$ cat src/rtl/disp_pkg.sv
// Shared display-path definitions: pipeline latency, pixel width and the
// pixel-output sequencer state encoding.
`timescale 1ns/1ps
package disp_pkg;

    // Input-to-output latency of the pixel output stage in DCLK cycles.
    // The RGB path is built for exactly two stages.
    localparam int PIPE_DLY = 2;

    // Pixel word layout {R[7:0], G[7:0], B[7:0]}.
    localparam int PIXW = 24;

    // Width of the starved-pixel counter.
    localparam int UCNT_W = 16;

    typedef enum logic [1:0] {
        ST_WAIT   = 2'd0,
        ST_RUN    = 2'd1,
        ST_RESYNC = 2'd2
    } state_t;

endpackage

$ cat src/rtl/disp_pixout_if.sv
// Pixel FIFO read-side bus between the FIFO and the pixel output stage.
`timescale 1ns/1ps
interface disp_pixout_if #(
    parameter int PIXW = disp_pkg::PIXW
);
    logic [PIXW-1:0] FIFO_DOUT;
    logic            FIFO_EMPTY;
    logic            FIFO_RD;
    logic            FIFO_CLR;

    // Pixel output stage: issues reads and flush requests.
    modport master (
        input  FIFO_DOUT,
        input  FIFO_EMPTY,
        output FIFO_RD,
        output FIFO_CLR
    );

    // FIFO: supplies data and the empty flag.
    modport slave (
        output FIFO_DOUT,
        output FIFO_EMPTY,
        input  FIFO_RD,
        input  FIFO_CLR
    );
endinterface

$ cat src/rtl/disp_dly.sv
// N-stage shift register with a per-bit reset value; used for the
// DE / HSYNC / VSYNC timing delay lines.
`timescale 1ns/1ps
module disp_dly #(
    parameter int           N       = 2,
    parameter int           W       = 1,
    parameter logic [W-1:0] RST_VAL = '0
) (
    input  logic         DCLK,
    input  logic         DRST_X,
    input  logic [W-1:0] din,
    output logic [W-1:0] dout
);

    logic [W-1:0] sr [N];

    // Shift the input through N stages; reset loads every stage with RST_VAL.
    always_ff @(posedge DCLK or negedge DRST_X) begin
        if (!DRST_X) begin
            for (int i = 0; i < N; i++) sr[i] <= RST_VAL;
        end else begin
            sr[0] <= din;
            for (int i = 1; i < N; i++) sr[i] <= sr[i-1];
        end
    end

    assign dout = sr[N-1];

endmodule

$ cat src/rtl/disp_pixout.sv
// Pixel output stage: pulls pixels from the FIFO while the sync generator
// asks for them, aligns RGB with the delayed panel timing, blanks starved
// pixels, and tracks FIFO underflow per frame.
`timescale 1ns/1ps
module disp_pixout #(
    parameter int PIPE_DLY = disp_pkg::PIPE_DLY,
    parameter int PIXW     = disp_pkg::PIXW
) (
    input  logic                 DCLK,
    input  logic                 DRST_X,
    input  logic                 DISP_ON,
    input  logic                 DSP_preDE,
    input  logic                 HSYNC_X_IN,
    input  logic                 VSYNC_X_IN,
    input  logic                 VRSTART,
    disp_pixout_if.master        fifo,
    output logic [7:0]           DSP_R,
    output logic [7:0]           DSP_G,
    output logic [7:0]           DSP_B,
    output logic                 DSP_DE,
    output logic                 DSP_HSYNC_X,
    output logic                 DSP_VSYNC_X,
    output logic                 UNDERFLOW,
    output logic [15:0]          UNDER_CNT
);
    import disp_pkg::*;

    state_t            state, state_nxt;
    logic              fifo_rd;
    logic              starve;
    logic              clr_nxt;
    logic              fifo_clr_q;
    logic              vld_p0;
    logic [PIXW-1:0]   rgb_p1;
    logic [15:0]       under_cnt_q;
    logic              underflow_q;
    logic [2:0]        tim_in, tim_out;

    // Counter increment that sticks at all-ones instead of wrapping.
    function automatic logic [15:0] sat_inc(input logic [15:0] v);
        return (v == 16'hFFFF) ? v : v + 16'd1;
    endfunction

    // Next state, read strobe, starved-pixel detect and flush request.
    always_comb begin
        state_nxt = state;
        fifo_rd   = (state == ST_RUN) && DSP_preDE && !fifo.FIFO_EMPTY;
        starve    = DSP_preDE && DISP_ON && !fifo_rd &&
                    (state == ST_RUN || state == ST_RESYNC);
        case (state)
            ST_WAIT:   if (VRSTART) state_nxt = ST_RUN;
            ST_RUN:    if (DSP_preDE && fifo.FIFO_EMPTY) state_nxt = ST_RESYNC;
            ST_RESYNC: if (VRSTART) state_nxt = ST_RUN;
            default:   state_nxt = ST_WAIT;
        endcase
        // Display off overrides everything, including a VRSTART in WAIT.
        if (!DISP_ON) state_nxt = ST_WAIT;
        // Flush on entering RESYNC, or WAIT from elsewhere; reset never flushes.
        clr_nxt = (state_nxt != state) &&
                  (state_nxt == ST_WAIT || state_nxt == ST_RESYNC);
    end

    // State register and one-cycle flush pulse.
    always_ff @(posedge DCLK or negedge DRST_X) begin
        if (!DRST_X) begin
            state      <= ST_WAIT;
            fifo_clr_q <= 1'b0;
        end else begin
            state      <= state_nxt;
            fifo_clr_q <= clr_nxt;
        end
    end

    assign fifo.FIFO_RD  = fifo_rd;
    assign fifo.FIFO_CLR = fifo_clr_q;

    // ---- stage p0: read issued last cycle, FIFO_DOUT now valid ----
    // ---- stage p1: registered RGB, black unless a real pixel was read ----
    // Reads imply preDE, so a blank p0 slot also covers delayed DE low.
    always_ff @(posedge DCLK or negedge DRST_X) begin
        if (!DRST_X) begin
            vld_p0 <= 1'b0;
            rgb_p1 <= '0;
        end else begin
            vld_p0 <= fifo_rd;
            rgb_p1 <= vld_p0 ? fifo.FIFO_DOUT : '0;
        end
    end

    assign DSP_R = rgb_p1[23:16];
    assign DSP_G = rgb_p1[15:8];
    assign DSP_B = rgb_p1[7:0];

    // Starved-pixel counter and per-frame sticky underflow flag.
    always_ff @(posedge DCLK or negedge DRST_X) begin
        if (!DRST_X) begin
            under_cnt_q <= '0;
            underflow_q <= 1'b0;
        end else if (VRSTART) begin
            under_cnt_q <= starve ? 16'd1 : 16'd0;
            underflow_q <= (under_cnt_q != 16'd0) || starve;
        end else if (starve) begin
            under_cnt_q <= sat_inc(under_cnt_q);
        end
    end

    assign UNDER_CNT = under_cnt_q;
    assign UNDERFLOW = underflow_q;

    // Panel timing runs regardless of FSM state and DISP_ON.
    assign tim_in = {DSP_preDE, HSYNC_X_IN, VSYNC_X_IN};

    disp_dly #(
        .N       (PIPE_DLY),
        .W       (3),
        .RST_VAL (3'b011)
    ) u_tim_dly (
        .DCLK   (DCLK),
        .DRST_X (DRST_X),
        .din    (tim_in),
        .dout   (tim_out)
    );

    assign DSP_DE      = tim_out[2];
    assign DSP_HSYNC_X = tim_out[1];
    assign DSP_VSYNC_X = tim_out[0];

endmodule

$ cat src/flat_wrapper.sv
// flat-port wrapper written by rule: the top's interface ports become plain ports
module disp_pixout_flat import disp_pkg::*;
#(
    parameter int PIPE_DLY = disp_pkg::PIPE_DLY,
    parameter int PIXW     = disp_pkg::PIXW
)
  (DCLK, DRST_X, DISP_ON, DSP_preDE, HSYNC_X_IN, VSYNC_X_IN, VRSTART, DSP_R, DSP_G, DSP_B, DSP_DE, DSP_HSYNC_X, DSP_VSYNC_X, UNDERFLOW, UNDER_CNT, fifo_FIFO_DOUT, fifo_FIFO_EMPTY, fifo_FIFO_RD, fifo_FIFO_CLR);
  disp_pixout_if #(.PIXW(PIXW)) fifo_i ();
  input  logic DCLK;
  input  logic DRST_X;
  input  logic DISP_ON;
  input  logic DSP_preDE;
  input  logic HSYNC_X_IN;
  input  logic VSYNC_X_IN;
  input  logic VRSTART;
  output logic [7:0] DSP_R;
  output logic [7:0] DSP_G;
  output logic [7:0] DSP_B;
  output logic DSP_DE;
  output logic DSP_HSYNC_X;
  output logic DSP_VSYNC_X;
  output logic UNDERFLOW;
  output logic [15:0] UNDER_CNT;
  input wire logic [$bits(fifo_i.FIFO_DOUT)-1:0] fifo_FIFO_DOUT;
  input wire logic [$bits(fifo_i.FIFO_EMPTY)-1:0] fifo_FIFO_EMPTY;
  output wire logic [$bits(fifo_i.FIFO_RD)-1:0] fifo_FIFO_RD;
  output wire logic [$bits(fifo_i.FIFO_CLR)-1:0] fifo_FIFO_CLR;
  assign fifo_i.FIFO_DOUT = fifo_FIFO_DOUT;
  assign fifo_i.FIFO_EMPTY = fifo_FIFO_EMPTY;
  assign fifo_FIFO_RD = fifo_i.FIFO_RD;
  assign fifo_FIFO_CLR = fifo_i.FIFO_CLR;
  disp_pixout #(.PIPE_DLY(PIPE_DLY), .PIXW(PIXW)) u_core (.DCLK(DCLK), .DRST_X(DRST_X), .DISP_ON(DISP_ON), .DSP_preDE(DSP_preDE), .HSYNC_X_IN(HSYNC_X_IN), .VSYNC_X_IN(VSYNC_X_IN), .VRSTART(VRSTART), .fifo(fifo_i), .DSP_R(DSP_R), .DSP_G(DSP_G), .DSP_B(DSP_B), .DSP_DE(DSP_DE), .DSP_HSYNC_X(DSP_HSYNC_X), .DSP_VSYNC_X(DSP_VSYNC_X), .UNDERFLOW(UNDERFLOW), .UNDER_CNT(UNDER_CNT));
endmodule
$ cat config.mk
export PLATFORM = sky130hd
export DESIGN_NAME = disp_pixout_flat
export DESIGN_NICKNAME = d
export VERILOG_FILES = /design/src/rtl/disp_pkg.sv /design/src/rtl/disp_pixout_if.sv /design/src/rtl/disp_dly.sv /design/src/rtl/disp_pixout.sv /design/src/flat_wrapper.sv
export SDC_FILE = /design/constraint.sdc
export NUM_CORES = 1
export LEC_CHECK = 0
export CELL_PAD_IN_SITES_DETAIL_PLACEMENT = 0
export CELL_PAD_IN_SITES_GLOBAL_PLACEMENT = 2
export CORE_ASPECT_RATIO = 0.75
export CORE_MARGIN = 5
export CORE_UTILIZATION = 27
export CTS_CLUSTER_DIAMETER = 50
export DETAILED_ROUTE_END_ITERATION = 10
export PLACE_DENSITY = 0.82
export SYNTH_ARGS = -nofsm -noshare
export SYNTH_HDL_FRONTEND = slang
export SYNTH_HIERARCHICAL = 1
export SYNTH_SLANG_ARGS = --single-unit
$ cat constraint.sdc
create_clock -name DCLK -period 2.1 [get_ports DCLK]
set_clock_uncertainty 0.1 [all_clocks]
set_input_delay 0.21 -clock DCLK [delete_from_list [all_inputs] [get_ports DCLK]]
set_output_delay 0.21 -clock DCLK [all_outputs]
set_load 0.02 [all_outputs]
==> reports/results.ini, run 1 <==
[yosys]
synth_seq_cells=51
syn_area_mm2=0.002176
synthDistinctLibCells=45
synth_area_leader_cell=dfrtp_1
synth_edf_count=0
avgSynthCellArea_um2=11.70
syn_nets=224
synth.area.top_cells=dfrtp_1 54%, and2_1 6.9%, dfstp_2 4.8%
synthFlopType=dfrtp_1
synth_top_area_frac=0.5405
syn_inst=186
ys_seq_area_frac=0.5888
ys_warn_count=6
async_reset_ff_frac=1.000

[cells_and_area]
utilization=0.4106
nets=309
final_cells=377
diodes=0
areaGrowthSynthToFinish_pct=48.76
drive_gt1_frac=0.1287

[setup_path]
crit_arrival_ps=2070
startpoint_type=register
crit_fanout=5
cp.required_ps=2220
r2r_slack_ps=140
crit_type=reg -> reg
endpoint_kind=register

[floorplan]
dieArea_mm2=0.009973
fp.coreArea_mm2=0.007883
ioPinCount=78
fp-row-count=28
die_y_um=87.75
start_util=0.2760
die-width_um=113.7

[timing]
fin_tns_setup_ps=0
post-route-min-period_ps=1956
fin_hold_ws_ps=212.9
rsz0062_at_grt=no
fmax_mhz=511.4
hold_viol=0
slew_headroom=0.5736
worst_pin_slew_ps=639.6
slew_violations=0
setup_violations=0
timing.final.crit_share=0.9312

[cts]
worstSkewPairLatency_ps=300
cts_tree=yes
htree_levels=2
clk_pin_slew_ps=100
cts_buffers=5
clk_path_buf_depth=2
clock-sinks=51
cts-root-buf=clkbuf_8

[detailed_routing]
vias=1680
drt_iter0_drc=97
wl_per_cell_um=14.44
route.detailed.drc=0
drt_wl_total_um=5444
vias_per_cell=4.456
dr.pass1.iters=4
ant_nets=0

[min_path]
worstHoldPathType=in -> reg

[power_and_ir_drop]
p_leak_uw=0.001363
power_density_mw_per_mm2=598.2
vdd_ir_drop_max_v=0.0002445

[placement]
hpwl_um=4035
io_buffers=77
place_inst=367
globalplace.congestion=0.7894

[global_routing]
overflow=0
grt_pass1_vias=1766
grt_pass1_wl_um=9059
antenna_found_initial=0
grt_max_degree=31
grt_usage=0.1156

[run]
drv_cap=0

[run_status]
status=completed

==> metrics by stage <==
stage / total power (uW) / setup slack (ps) / area (um^2)
final: 1936 / 144.5 / 3237
after global routing: 2036 / 12.97 / 3237
after CTS: 1968 / 54.01 / 3199
after detailed placement: 1279 / 68.07 / 3080
after global placement: 1276 / 115.6 / 3080
after floorplan: 1136 / 266.0 / 2176
==> layout by cell type (no fill, tap or decap), drive strengths merged, types with 2 or more instances in the layout <==
master         count
inv                5
and2              24
nand4              7
o21ai              8
dfrtp             47
ha                 6
nor4               2
nor3               3
nand3              7
buf                8
clkdlybuf4s50     75
dfstp              4
o31ai              2
o211ai             3
nor2              17
and3               2
or3                3
xor2               7
a31oi              2
clkbuf             6
nand2              7
a21oi              8
==> worst max-delay path: stages, from the launching register on <==
cell     delay, ps
dfrtp_1        360
inv_1           90
ha_2           210
nor2b_2        200
nor3_4         320
o21ai_4        120
or3_1          320
a21oi_1        140
==> flip-flops by register name (all words and copies together) (netlist names) <==
signal and count:
u_core/UNDERFLOW 1, u_core/u_tim_dly/sr 3, u_core/rgb_p1 24, u_core/state 2, u_core/fifo.FIFO_CLR 1, u_core/u_tim_dly/dout 3
u_core/vld_p0 1, u_core/UNDER_CNT 16
==> layout make-up <==
type	instances	area, um^2
repair buffers	85	827.0
inverters	5	18.77
flip-flops and latches	51	1281
clock inverters	2	37.54
fillers	763	4646
well taps	105	131.4
clock buffers	6	72.57
multi-input cells	123	868.3
==> report_power, final <==
group	total, uW	internal, uW	leakage [uW]	switching, uW
combinational	236	125	0.000625	112
sequential	1030	1010	0.000687	16.6
clock	672	356	0.0000514	316
==> cell usage after synthesis, types with 2 or more instances <==
cell type / count
o31ai_1: 2
and2_1: 24
or3_1: 3
clkbuf_1: 4
dfrtp_1: 47
o21ai_0: 5
nor2_2: 2
o211ai_1: 3
dfstp_2: 4
a21oi_1: 8
a31oi_1: 2
and3_1: 2
inv_1: 5
nand3_1: 5
nor2_1: 14
ha_1: 6
xor2_1: 7
nand3_2: 2
nor4_1: 2
nand2_1: 7
buf_4: 3
nand4_1: 6
==> per-layer routing <==
layer / track usage / share of wire / vias up
li1: - / - / 810
met1: 0.1605 / 0.48 / 831
met2: 0.1833 / 0.47 / 37
met3: 0.02693 / 0.044 / 2
met4: 0.02948 / 0.0062 / 0
met5: 0 / 0 / -
==> cell families (layout without fill, tap and decap cells) <==
family / Yosys count / count (layout) / share of synthesized area
mux: 1 / 1 / 0.004601
simple gates: 80 / 80 / 0.2294
flops: 51 / 51 / 0.5888
xor+xnor: 7 / 7 / 0.02818
buf+inv: 12 / 98 / 0.02588
fa+ha+maj: 6 / 6 / 0.03450
compound gates: 29 / 29 / 0.08856
==> worst paths after layout <==
check	start	to	cells past startpoint
worst min register to register	u_core/u_tim_dly/sr[3]	u_core/u_tim_dly/dout[0]	0
worst min-delay path	HSYNC_X_IN	u_core/u_tim_dly/sr[4]	1
worst max-delay path	u_core/state[1]	u_core/UNDER_CNT[9]	7
worst max register to register	u_core/state[1]	u_core/UNDER_CNT[9]	7
max in group asynchronous	DRST_X	u_core/UNDER_CNT[5]	3
min in group asynchronous	DRST_X	u_core/rgb_p1[11]	2
==> timing repair <==
| action | CTS | global route |
|---|---|---|
| hold buffers | 1 | 0 |
| gates cloned | 0 | 0 |
| setup endpoints to repair | 1 | 4 |
| setup buffers | 0 | 1 |
| hold endpoints to repair | 24 | 0 |
| pin swaps | 0 | 2 |
| resized for setup | 1 | 4 |
No activity file was read; power rests on OpenSTA's default activity.
==> run 2: changes to the inputs <==
--- a/config.mk
+++ b/config.mk
@@ -12,7 +12,9 @@
 export CORE_UTILIZATION = 27
 export CTS_CLUSTER_DIAMETER = 50
 export DETAILED_ROUTE_END_ITERATION = 10
+export GPL_TIMING_DRIVEN = 1
 export PLACE_DENSITY = 0.82
+export SLEW_MARGIN = 20
 export SYNTH_ARGS = -nofsm -noshare
 export SYNTH_HDL_FRONTEND = slang
 export SYNTH_HIERARCHICAL = 1
==> constraint.sdc (replaced) <==
create_clock -name DCLK -period 1.85 [get_ports DCLK]
set_clock_uncertainty 0.1 [all_clocks]
set_input_delay 0.185 -clock DCLK [delete_from_list [all_inputs] [get_ports DCLK]]
set_output_delay 0.185 -clock DCLK [all_outputs]
set_load 0.02 [all_outputs]
==> run 2 against run 1 <==
The flow now finishes with violations (negative setup slack); sequential power grew 13%; global-route usage shrank 0.088 points; clock-buffer cell count unchanged; worst setup slack got worse by 200 ps; sequential cell count stayed put; routed wire length is 3.0% higher; total power up 22%; register-to-register slack worse by 200 ps; die area did not move; cell area rose by 5.6%; critical endpoint is now u_core/UNDER_CNT[5]; largest power group unchanged; highest routed layer unchanged.
==> reports/results.ini, run 2 (synthesized netlist as in run 1, its figures left out) <==
[setup_path]
crit_arrival_ps=2040  ; was 2070 ps
crit_fanout=4  ; was 5
crit_family=simple AND/OR/NAND/NOR gates  ; unchanged
startpoint_type=register  ; unchanged
cp.required_ps=1980  ; was 2220 ps
worst_path_max_delay_cell=dfrtp_1  ; unchanged
cp_num_buf_inv=1  ; unchanged
crit_type=reg -> reg  ; unchanged
slowest_delay_ps=390  ; was 360 ps
endpoint_kind=register  ; unchanged
path_cells=inv_2, ha_4, nand3_4, nor3_4, o21ai_2, or3_1, a21oi_2  ; was inv_1, ha_2, nor2b_2, nor3_4, o21ai_4, or3_1, a21oi_1

[floorplan]
fp.coreArea_mm2=0.007883  ; unchanged
die-width_um=113.7  ; unchanged
die_y_um=87.75  ; unchanged
start_util=0.2760  ; unchanged
fp-row-count=28  ; unchanged
dieArea_mm2=0.009973  ; unchanged
ioPinCount=78  ; unchanged

[cells_and_area]
nets=328  ; was 309
final_common_cell=clkdlybuf4s50_1  ; unchanged
diodes=0  ; unchanged
regMostFlops=u_core/rgb_p1  ; unchanged
final_area_mm2=0.003417  ; was 0.003237 mm^2
layout_common_cells=75 x clkdlybuf4s50_1, 47 x dfrtp_1, 26 x buf_4, 24 x and2_1, 14 x nor2_1  ; was 75 x clkdlybuf4s50_1, 47 x dfrtp_1, 24 x and2_1, 14 x nor2_1, 8 x a21oi_1
areaGrowthSynthToFinish_pct=57.04  ; was 48.76%
drive_gt1_frac=0.2096  ; was 0.1287
largest_register_ffs=24  ; unchanged

[power_and_ir_drop]
vdd_ir_drop_max_v=0.0003387  ; was 0.0002445 V
power_density_mw_per_mm2=690.5  ; was 598.2 mW/mm^2
power.total_uw=2359  ; was 1936 uW
p_leak_uw=0.001474  ; was 0.001363 uW

[timing]
rsz0062_at_grt=yes  ; was no
layout_setup_ws_ps=-57.54  ; was 144.5 ps
setup_violations=2  ; was 0
slew_headroom=0.6144  ; was 0.5736
slew_violations=0  ; unchanged
fin_tns_setup_ps=-89.93  ; was 0 ps
post-route-min-period_ps=1908  ; was 1956 ps
worst_pin_slew_ps=578.4  ; was 639.6 ps
fmax_mhz=524.2  ; was 511.4 MHz
timing.final.crit_share=1.031  ; was 0.9312
hold_viol=0  ; unchanged

[placement]
io_buffers=77  ; unchanged
post-place-ws_ps=-121.5  ; was 68.07 ps
dpl_cell_area_mm2=0.003201  ; was 0.003080 mm^2
globalplace.congestion=0.7510  ; was 0.7894
hpwl_um=4185  ; was 4035 um

[global_routing]
grt_pass1_vias=1816  ; was 1766
grt_usage=0.1147  ; was 0.1156
grt_pass1_wl_um=8997  ; was 9059 um
grt_max_degree=28  ; was 31
overflow=0  ; unchanged
antenna_found_initial=0  ; unchanged

[cts]
cts_tree=yes  ; unchanged
clk_path_buf_depth=2  ; unchanged
cts-root-buf=clkbuf_8  ; unchanged
clock-sinks=51  ; unchanged
worstSkewPairLatency_ps=310  ; was 300 ps
cts_buffers=5  ; unchanged
clk_pin_slew_ps=90  ; was 100 ps
htree_levels=2  ; unchanged

[detailed_routing]
drt_iter0_drc=67  ; was 97
dr.pass1.iters=4  ; unchanged
wl_per_cell_um=14.16  ; was 14.44 um
ant_nets=0  ; unchanged
drt_wl_total_um=5607  ; was 5444 um
vias_per_cell=4.437  ; was 4.456
vias=1757  ; was 1680
route.detailed.drc=0  ; unchanged

[run_status]
status=finished with violations  ; was completed
violations=negative setup slack

[min_path]
worstHoldPathType=in -> reg  ; unchanged

[run]
drv_cap=0  ; unchanged

## run 2: cell types whose count changed in the layout (fill, tap and decap cells not counted), sizes merged
cell / before / now
clkbuf: 6 / 7
buf: 8 / 27
clkinvlp: 1 / 0
dlygate4sd2: 1 / 0
bufinv: 1 / 2
## run 2: layer usage
metal	share of wire	GRT usage
met1	0.45	0.1528
met4	0.016	0.04476
met5	0	0
met3	0.065	0.03108
met2	0.47	0.1790
## run 2: worst paths after layout
path                       cells past startpoint  slack [ps]                  endpoint              startpoint
setup / recovery                               7         -60       u_core/UNDER_CNT[5]         u_core/state[0]
hold / removal                                 1         180    u_core/u_tim_dly/sr[4]              HSYNC_X_IN
setup reg to reg                               7         -60       u_core/UNDER_CNT[5]         u_core/state[0]
hold reg to reg                                0         260  u_core/u_tim_dly/dout[2]  u_core/u_tim_dly/sr[5]
max in group asynchronous                      3         740       u_core/UNDER_CNT[5]                  DRST_X
min in group asynchronous                      2         300          u_core/rgb_p1[4]                  DRST_X
## run 2: through the flow
step                instances  utilization  hold slack, ps
floorplan                 186            -          -210.6
global placement          383       0.4060           114.1
detailed placement        383       0.4060           121.2
CTS                       395       0.4283           174.6
global route              396       0.4335           192.6
finish                    396       0.4335           182.3
## run 2: cell type report
cell class,count,area [um^2]
Inverter,5,18.77
Multi-Input combinational cell,123,887.1
Sequential cell,51,1281
Tap cell,105,131.4
Clock inverter,2,60.06
Timing Repair Buffer,104,965.9
Fill cell,733,4466
Clock buffer,6,72.57
## run 2: power by group
group | leakage [uW] | total [uW] | internal, uW | switching (uW)
sequential | 0.000687 | 1160 | 1150 | 16.3
combinational | 0.000722 | 295 | 160 | 135
clock | 0.0000654 | 900 | 540 | 360
## run 2: what timing repair did
action	4_1_cts	5_1_grt
endpoints found under the hold margin	21	0
hold buffers	1	0
gates resized for setup	4	11
setup buffers	3	1
endpoints found under the setup margin	8	16
pin swaps	1	9
